<file path="config.mk">
export PLATFORM = sky130hd
export DESIGN_NAME = btn_debounce_pulse
export DESIGN_NICKNAME = d
export VERILOG_FILES = /design/src/rtl/btn_debounce_pulse.sv
export SDC_FILE = /design/constraint.sdc
export NUM_CORES = 1
export LEC_CHECK = 0
export BUFFER_PORTS_ARGS = -buffer_cell sky130_fd_sc_hd__buf_2
export CAP_MARGIN = 15
export CORE_MARGIN = 2
export CORE_UTILIZATION = 52
export DETAILED_ROUTE_END_ITERATION = 10
export HOLD_SLACK_MARGIN = 0.03
export PLACE_DENSITY = 0.81
export SLEW_MARGIN = 20
export SYNTH_ARGS = -nofsm -noshare
export SYNTH_HDL_FRONTEND = slang
export SYNTH_SLANG_ARGS = --single-unit
</file>
<file path="constraint.sdc">
create_clock -name clk -period 1.69 [get_ports clk]
set_input_delay 0.2535 -clock clk [delete_from_list [all_inputs] [get_ports clk]]
set_output_delay 0.2535 -clock clk [all_outputs]
set_load 0.005 [all_outputs]
</file>
<file path="src/rtl/btn_debounce_pulse.sv">
// Debounces a raw push-button into a clean level and a one-cycle step pulse.
// Define AUTO_REPEAT_EN to add hold-to-repeat pulses while the button stays pressed.
module btn_debounce_pulse #(
    parameter int SYNC_STAGES     = 2,
    parameter int DEBOUNCE_CYCLES = 4,
    parameter int CNT_W           = 16,
    parameter int REPEAT_DELAY    = 16,
    parameter int REPEAT_PERIOD   = 8
) (
    input  logic       clk,
    input  logic       reset,
    input  logic       btn_in,
    input  logic       en,
    output logic       pulse,
    output logic       level,
    output logic [1:0] state_o
);

    typedef enum logic [1:0] {
        IDLE    = 2'b00,
        PRESS_W = 2'b01,
        HELD    = 2'b10,
        REL_W   = 2'b11
    } state_t;

    localparam logic [CNT_W-1:0] DB_LAST = CNT_W'(DEBOUNCE_CYCLES - 1);

    logic [SYNC_STAGES-1:0] sync;
    logic                   btn_s;
    state_t                 state, state_nx;
    logic [CNT_W-1:0]       cnt, cnt_nx;
    logic                   level_nx;
    logic                   pulse_nx;

`ifdef AUTO_REPEAT_EN
    localparam logic [CNT_W-1:0] RPT_FIRST_LAST  = CNT_W'(REPEAT_DELAY - 1);
    localparam logic [CNT_W-1:0] RPT_PERIOD_LAST = CNT_W'(REPEAT_PERIOD - 1);

    // rpt_run is set once the first repeat has fired, switching to the shorter period
    logic [CNT_W-1:0] rcnt, rcnt_nx;
    logic             rpt_run, rpt_run_nx;
`else
    if (REPEAT_DELAY < 1 || REPEAT_PERIOD < 1) begin : g_repeat_cfg_ignored
    end
`endif

    always_ff @(posedge clk or negedge reset) begin
        if (!reset) begin
            sync <= '0;
        end else begin
            sync <= {sync[SYNC_STAGES-2:0], btn_in};
        end
    end

    assign btn_s = sync[SYNC_STAGES-1];

    always_ff @(posedge clk or negedge reset) begin
        if (!reset) begin
            state <= IDLE;
            cnt   <= '0;
            level <= 1'b0;
            pulse <= 1'b0;
`ifdef AUTO_REPEAT_EN
            rcnt    <= '0;
            rpt_run <= 1'b0;
`endif
        end else begin
            state <= state_nx;
            cnt   <= cnt_nx;
            level <= level_nx;
            pulse <= pulse_nx;
`ifdef AUTO_REPEAT_EN
            rcnt    <= rcnt_nx;
            rpt_run <= rpt_run_nx;
`endif
        end
    end

    // A glitch back to the previous level during either wait state simply abandons the wait.
    always_comb begin
        state_nx = state;
        cnt_nx   = cnt;
        level_nx = level;
        pulse_nx = 1'b0;
`ifdef AUTO_REPEAT_EN
        rcnt_nx    = rcnt;
        rpt_run_nx = rpt_run;
`endif
        case (state)
            IDLE: begin
                if (btn_s) begin
                    state_nx = PRESS_W;
                    cnt_nx   = '0;
                end
            end
            PRESS_W: begin
                if (!btn_s) begin
                    state_nx = IDLE;
                end else if (cnt == DB_LAST) begin
                    state_nx = HELD;
                    level_nx = 1'b1;
                    pulse_nx = en;
`ifdef AUTO_REPEAT_EN
                    rcnt_nx    = '0;
                    rpt_run_nx = 1'b0;
`endif
                end else begin
                    cnt_nx = cnt + 1'b1;
                end
            end
            HELD: begin
                if (!btn_s) begin
                    state_nx = REL_W;
                    cnt_nx   = '0;
                end
`ifdef AUTO_REPEAT_EN
                else if (rcnt == (rpt_run ? RPT_PERIOD_LAST : RPT_FIRST_LAST)) begin
                    pulse_nx   = en;
                    rcnt_nx    = '0;
                    rpt_run_nx = 1'b1;
                end else begin
                    rcnt_nx = rcnt + 1'b1;
                end
`endif
            end
            REL_W: begin
                if (btn_s) begin
                    state_nx = HELD;
                end else if (cnt == DB_LAST) begin
                    state_nx = IDLE;
                    level_nx = 1'b0;
                end else begin
                    cnt_nx = cnt + 1'b1;
                end
            end
            default: begin
                state_nx = IDLE;
            end
        endcase
    end

    assign state_o = state;

endmodule
</file>
==> impl.org <==
** Floorplan
- Cell row count :: 17
- Vertical die dimension :: 52.2 um
- Starting utilization of the core area :: 54.6%
- For this design the top-level I/O count stands at 8.
- Core footprint :: 0.00221 mm2
- The die is 52.2 um wide.
- The floorplan step defined a die boundary enclosing 0.00272 mm2.

** Worst setup path
- Critical path endpoint category :: register
- Critical Path Max Stage Delay :: 0.54 ns
- Startpoint of the worst register-to-register path :: cnt[0]$_DFFE_PN0P_
- Master of the slowest instance on the critical path :: sky130_fd_sc_hd__or4_4
- Data arrival, critical path :: 2.07 ns
- Most used cell, CP :: sky130_fd_sc_hd__or4_4
- The critical path goes through ha_4 -> nand3_4 -> or4_4 -> or4_4 -> nand3_2.
- The setup check on the worst reg-to-reg path leaves a slack of -0.13 ns.
- In this run the worst path has a maximum fanout of 5.
- The worst register-to-register path ends at cnt[12]$_DFFE_PN0P_.
- STA classifies the critical path startpoint as a register.
- The kind of cell with the highest combined delay along the critical path is simple AND/OR/NAND/NOR gates.
- Total buffers and inverters traversed by the critical path :: 0
- The worst register-to-register path has a depth of 5.
- The setup path with the least slack is of type reg -> reg.
- Required time at the worst-slack endpoint :: 1.95 ns

** Final layout
- The finished cells cover 0.00157 mm2.
- Growth of design area from synthesis to finish :: 29.6%
- The net count of the finished layout is 168.
- 0 antenna diodes ended up in the layout.
- The filler cells instantiated in the layout total 155.
- Fraction of layout cells with a size suffix above 1 :: 34.0%
- Once layout is complete, the cells apart from fillers number 190.

** Power and ir drop
- Power per cell area :: 1050 mW/mm2
- Across the VDD grid, the largest voltage drop is 0.798 mV.
- Leakage :: 0.716 nW
- Post-route total power :: 1.64 mW

** GRT
- Global routing consumed, over all layers together, 25.3% of the routing resources.
- Initial antenna violation count :: 0
- Global-route wire length before repair :: 5080 um
- Largest net degree at the start of global routing :: 23
- The via count of the first global-routing pass came to 1,112.
- Remaining global-route overflow :: 0

** Synthesis
- Summing every instance area after synthesis gives 0.00121 mm2.
- Syn_nets :: between 100 and 150
- Post-synth cell types :: 38
- Syn. warnings :: 0
- After synthesis the netlist holds a flip-flop and latch count of 22.
- Syn_area_per_cell :: 9.22 um2
- Gate Count Post-Synth :: 131
- Fraction of the yosys area taken by sequential cells :: between 40 and 50%

** STA
- After layout, the worst setup slack is -0.125 ns.
- Upper clock frequency limit :: 551 MHz
- After layout, the worst path uses 107% of the clock period.
- Clock tree skew after final layout :: 0.00159 ns
- Transition time at the pin with the least slew margin :: 0.493 ns
- The max-slew violation total from the final report came to 0.
- On the final layout, the worst hold slack is about 0.19 ns.
- The worst path in the final design needs a cycle of between 1.5 and 2 ns, including I/O delays and setup.
- In this run the tightest slew margin relative to its limit is 67.1%.
- Final setup violation count :: 3
- Number of failing hold endpoints at the final stage :: 0
- Setup repair after global routing missed its margin :: yes

** Flow run
- Max-cap violations in this run came to 0.

** Place
- The HPWL after detailed placement is 2120 um.
- Routability-driven placement finished with a final weighted congestion of 0.912.
- Port buffering added 7 buffers.
- Placement Setup Slack :: -0.0300 ns
- Once placement completed, the tool counted placed cells totaling 182.
- Summing all placed instances gives a cell area of 0.00142 mm2.

** Min path
- Along the worst hold path, the cell count comes to 2.
- Worst hold path type :: in -> reg
- The worst hold path begins at en.
- The worst hold path terminates at pulse$_DFF_PN0_.

** Detailed routing
- Metal3 WL :: 202 um
- Routed metal-1 wire length :: ~1400 um
- Using the TritonRoute via totals, the vias-per-cell ratio works out to 6.48.
- Signal routing reaches up to met4.
- For this block, the routed nets add up to 3380 um of wire.
- First-iteration detailed-routing DRC count :: 68
- Once detail routing completed, the nets flagged for antenna violations numbered 0.
- The first detailed-routing pass ran for 4 iterations.
- After detailed routing, the average wire length per cell comes to 17.8 um.
- Detailed routing placed a total of roughly 1700 um of wire on met2.
- In the routed design, unresolved DRC markers number 0.
- For this block, the via count after detailed routing is 1,232.

** CTS
- Max Root-Sink Buffers :: 2
- CTS H-tree depth :: 1
- Clock insertion delay at the later pin of the skew report :: 0.31 ns
- After clock tree synthesis, the clock-pin slew on the worst setup and hold paths is 0.12 ns.
- CTS tree :: built
- TritonCTS created 3 clock buffers.
- The cell sitting at the root of the clock tree is a sky130_fd_sc_hd__clkbuf_4.
- Number of clock sinks :: 22

** Run status
- Run status :: finished with violations
- Failing checks :: negative setup slack
[layout by cell type, fill, tap and decap left out, types with 3 or more instances in the layout]
cell type / n
sky130_fd_sc_hd__nand2_1: 24
sky130_fd_sc_hd__nand3_1: 9
sky130_fd_sc_hd__o221ai_1: 3
sky130_fd_sc_hd__dfrtp_1: 22
sky130_fd_sc_hd__clkbuf_4: 3
sky130_fd_sc_hd__nand4_1: 5
sky130_fd_sc_hd__o21ai_0: 11
sky130_fd_sc_hd__buf_2: 7
sky130_fd_sc_hd__buf_4: 25
sky130_fd_sc_hd__nor4_1: 3
sky130_fd_sc_hd__inv_1: 4
sky130_fd_sc_hd__nand3b_1: 3
sky130_fd_sc_hd__a21oi_1: 3
[metrics by stage]
stage / util [%] / TNS (ns)
after detailed placement: 64.3 / -0.100
final: 70.8 / -0.199
after global routing: 70.8 / -0.796
after global placement: 64.3 / -0.0133
after floorplan: - / -0.0288
after CTS: 66.7 / -0.150
[area by class of cell]
class	instances	area (um2)	area share [%]
inverter	4	15.0	0.959
sequential	22	551	35.2
clock buffer	4	36.3	2.32
tap	28	35.0	2.24
multi-input combinational	98	686	43.8
timing repair buffer	34	243	15.5
[state kept, by name, indices dropped and copies added (netlist names), named ones only]
register  count
state_o       1
pulse         1
cnt          16
sync          2
level         1
[timing repair]
action	CTS	global route
hold buffers	1	1
pin swaps	3	5
resized for setup	0	14
setup buffers	1	1
endpoints found under the hold margin	22	1
setup endpoints to repair	10	17
[per-layer routing]
metal  vias to the layer above  GRT usage [%]
met3                        13           6.57
met2                        58           42.0
met5                         -              0
met4                         0           8.12
li1                        556              -
met1                       605           32.0
[cell usage after synthesis (all sizes together)]
| cell | instances | share of area (%) |
|---|---|---|
| nor3b | 1 | 0.62 |
| a41oi | 1 | 0.73 |
| a21oi | 3 | 1.2 |
| nor3 | 3 | 1.2 |
| o211ai | 1 | 0.62 |
| o22ai | 1 | 0.52 |
| clkbuf | 2 | 0.62 |
| a21o | 1 | 0.73 |
| a41o | 1 | 0.83 |
| nand2b | 1 | 0.52 |
| nand3 | 12 | 6.0 |
| o221ai | 3 | 2.2 |
| nand3b | 3 | 1.9 |
| xnor2 | 1 | 0.73 |
| or4 | 2 | 1.6 |
| nor4 | 6 | 3.1 |
| a22o | 1 | 0.83 |
| nor4b | 2 | 1.5 |
| and3 | 1 | 0.62 |
| nand2 | 24 | 7.5 |
| mux2i | 2 | 1.7 |
| a31o | 1 | 0.73 |
| inv | 4 | 1.2 |
| o21ai | 11 | 4.6 |
| dfrtp | 22 | 46 |
| or4b | 2 | 1.7 |
| xor2 | 1 | 0.73 |
| nor2b | 1 | 0.52 |
| o21a | 1 | 0.62 |
| nand4 | 5 | 2.6 |
| and4 | 3 | 2.3 |
| nor2 | 2 | 0.62 |
| buf | 5 | 2.7 |
| ha | 1 | 1.0 |
[worst max-delay path by stage]
stage / from / to / slack (ns) / cells past startpoint
after floorplan: cnt[1]$_DFFE_PN0P_ / cnt[12]$_DFFE_PN0P_ / -0.03 / 5
after global placement: cnt[1]$_DFFE_PN0P_ / cnt[12]$_DFFE_PN0P_ / -0.01 / 5
after detailed placement: cnt[1]$_DFFE_PN0P_ / cnt[14]$_DFFE_PN0P_ / -0.03 / 5
after CTS: cnt[1]$_DFFE_PN0P_ / cnt[12]$_DFFE_PN0P_ / -0.06 / 5
after global routing: cnt[0]$_DFFE_PN0P_ / cnt[12]$_DFFE_PN0P_ / -0.15 / 5
final: cnt[0]$_DFFE_PN0P_ / cnt[12]$_DFFE_PN0P_ / -0.13 / 5
[power breakdown]
| part | internal, mW | total (mW) | switching, mW |
|---|---|---|---|
| sequential | 0.584 | 0.651 | 0.0673 |
| combinational | 0.295 | 0.692 | 0.397 |
| clock | 0.132 | 0.293 | 0.161 |
[cell families (layout without fill, tap and decap cells)]
group	Yosys count	after routing	synth area share [%]
simple gates	68	68	32.1
mux	2	2	1.66
fa+ha+maj	1	1	1.04
buf+inv	11	42	4.56
flops	22	22	45.6
xor+xnor	2	2	1.45
compound gates	25	25	13.6
(Power assumes the default switching activity.)
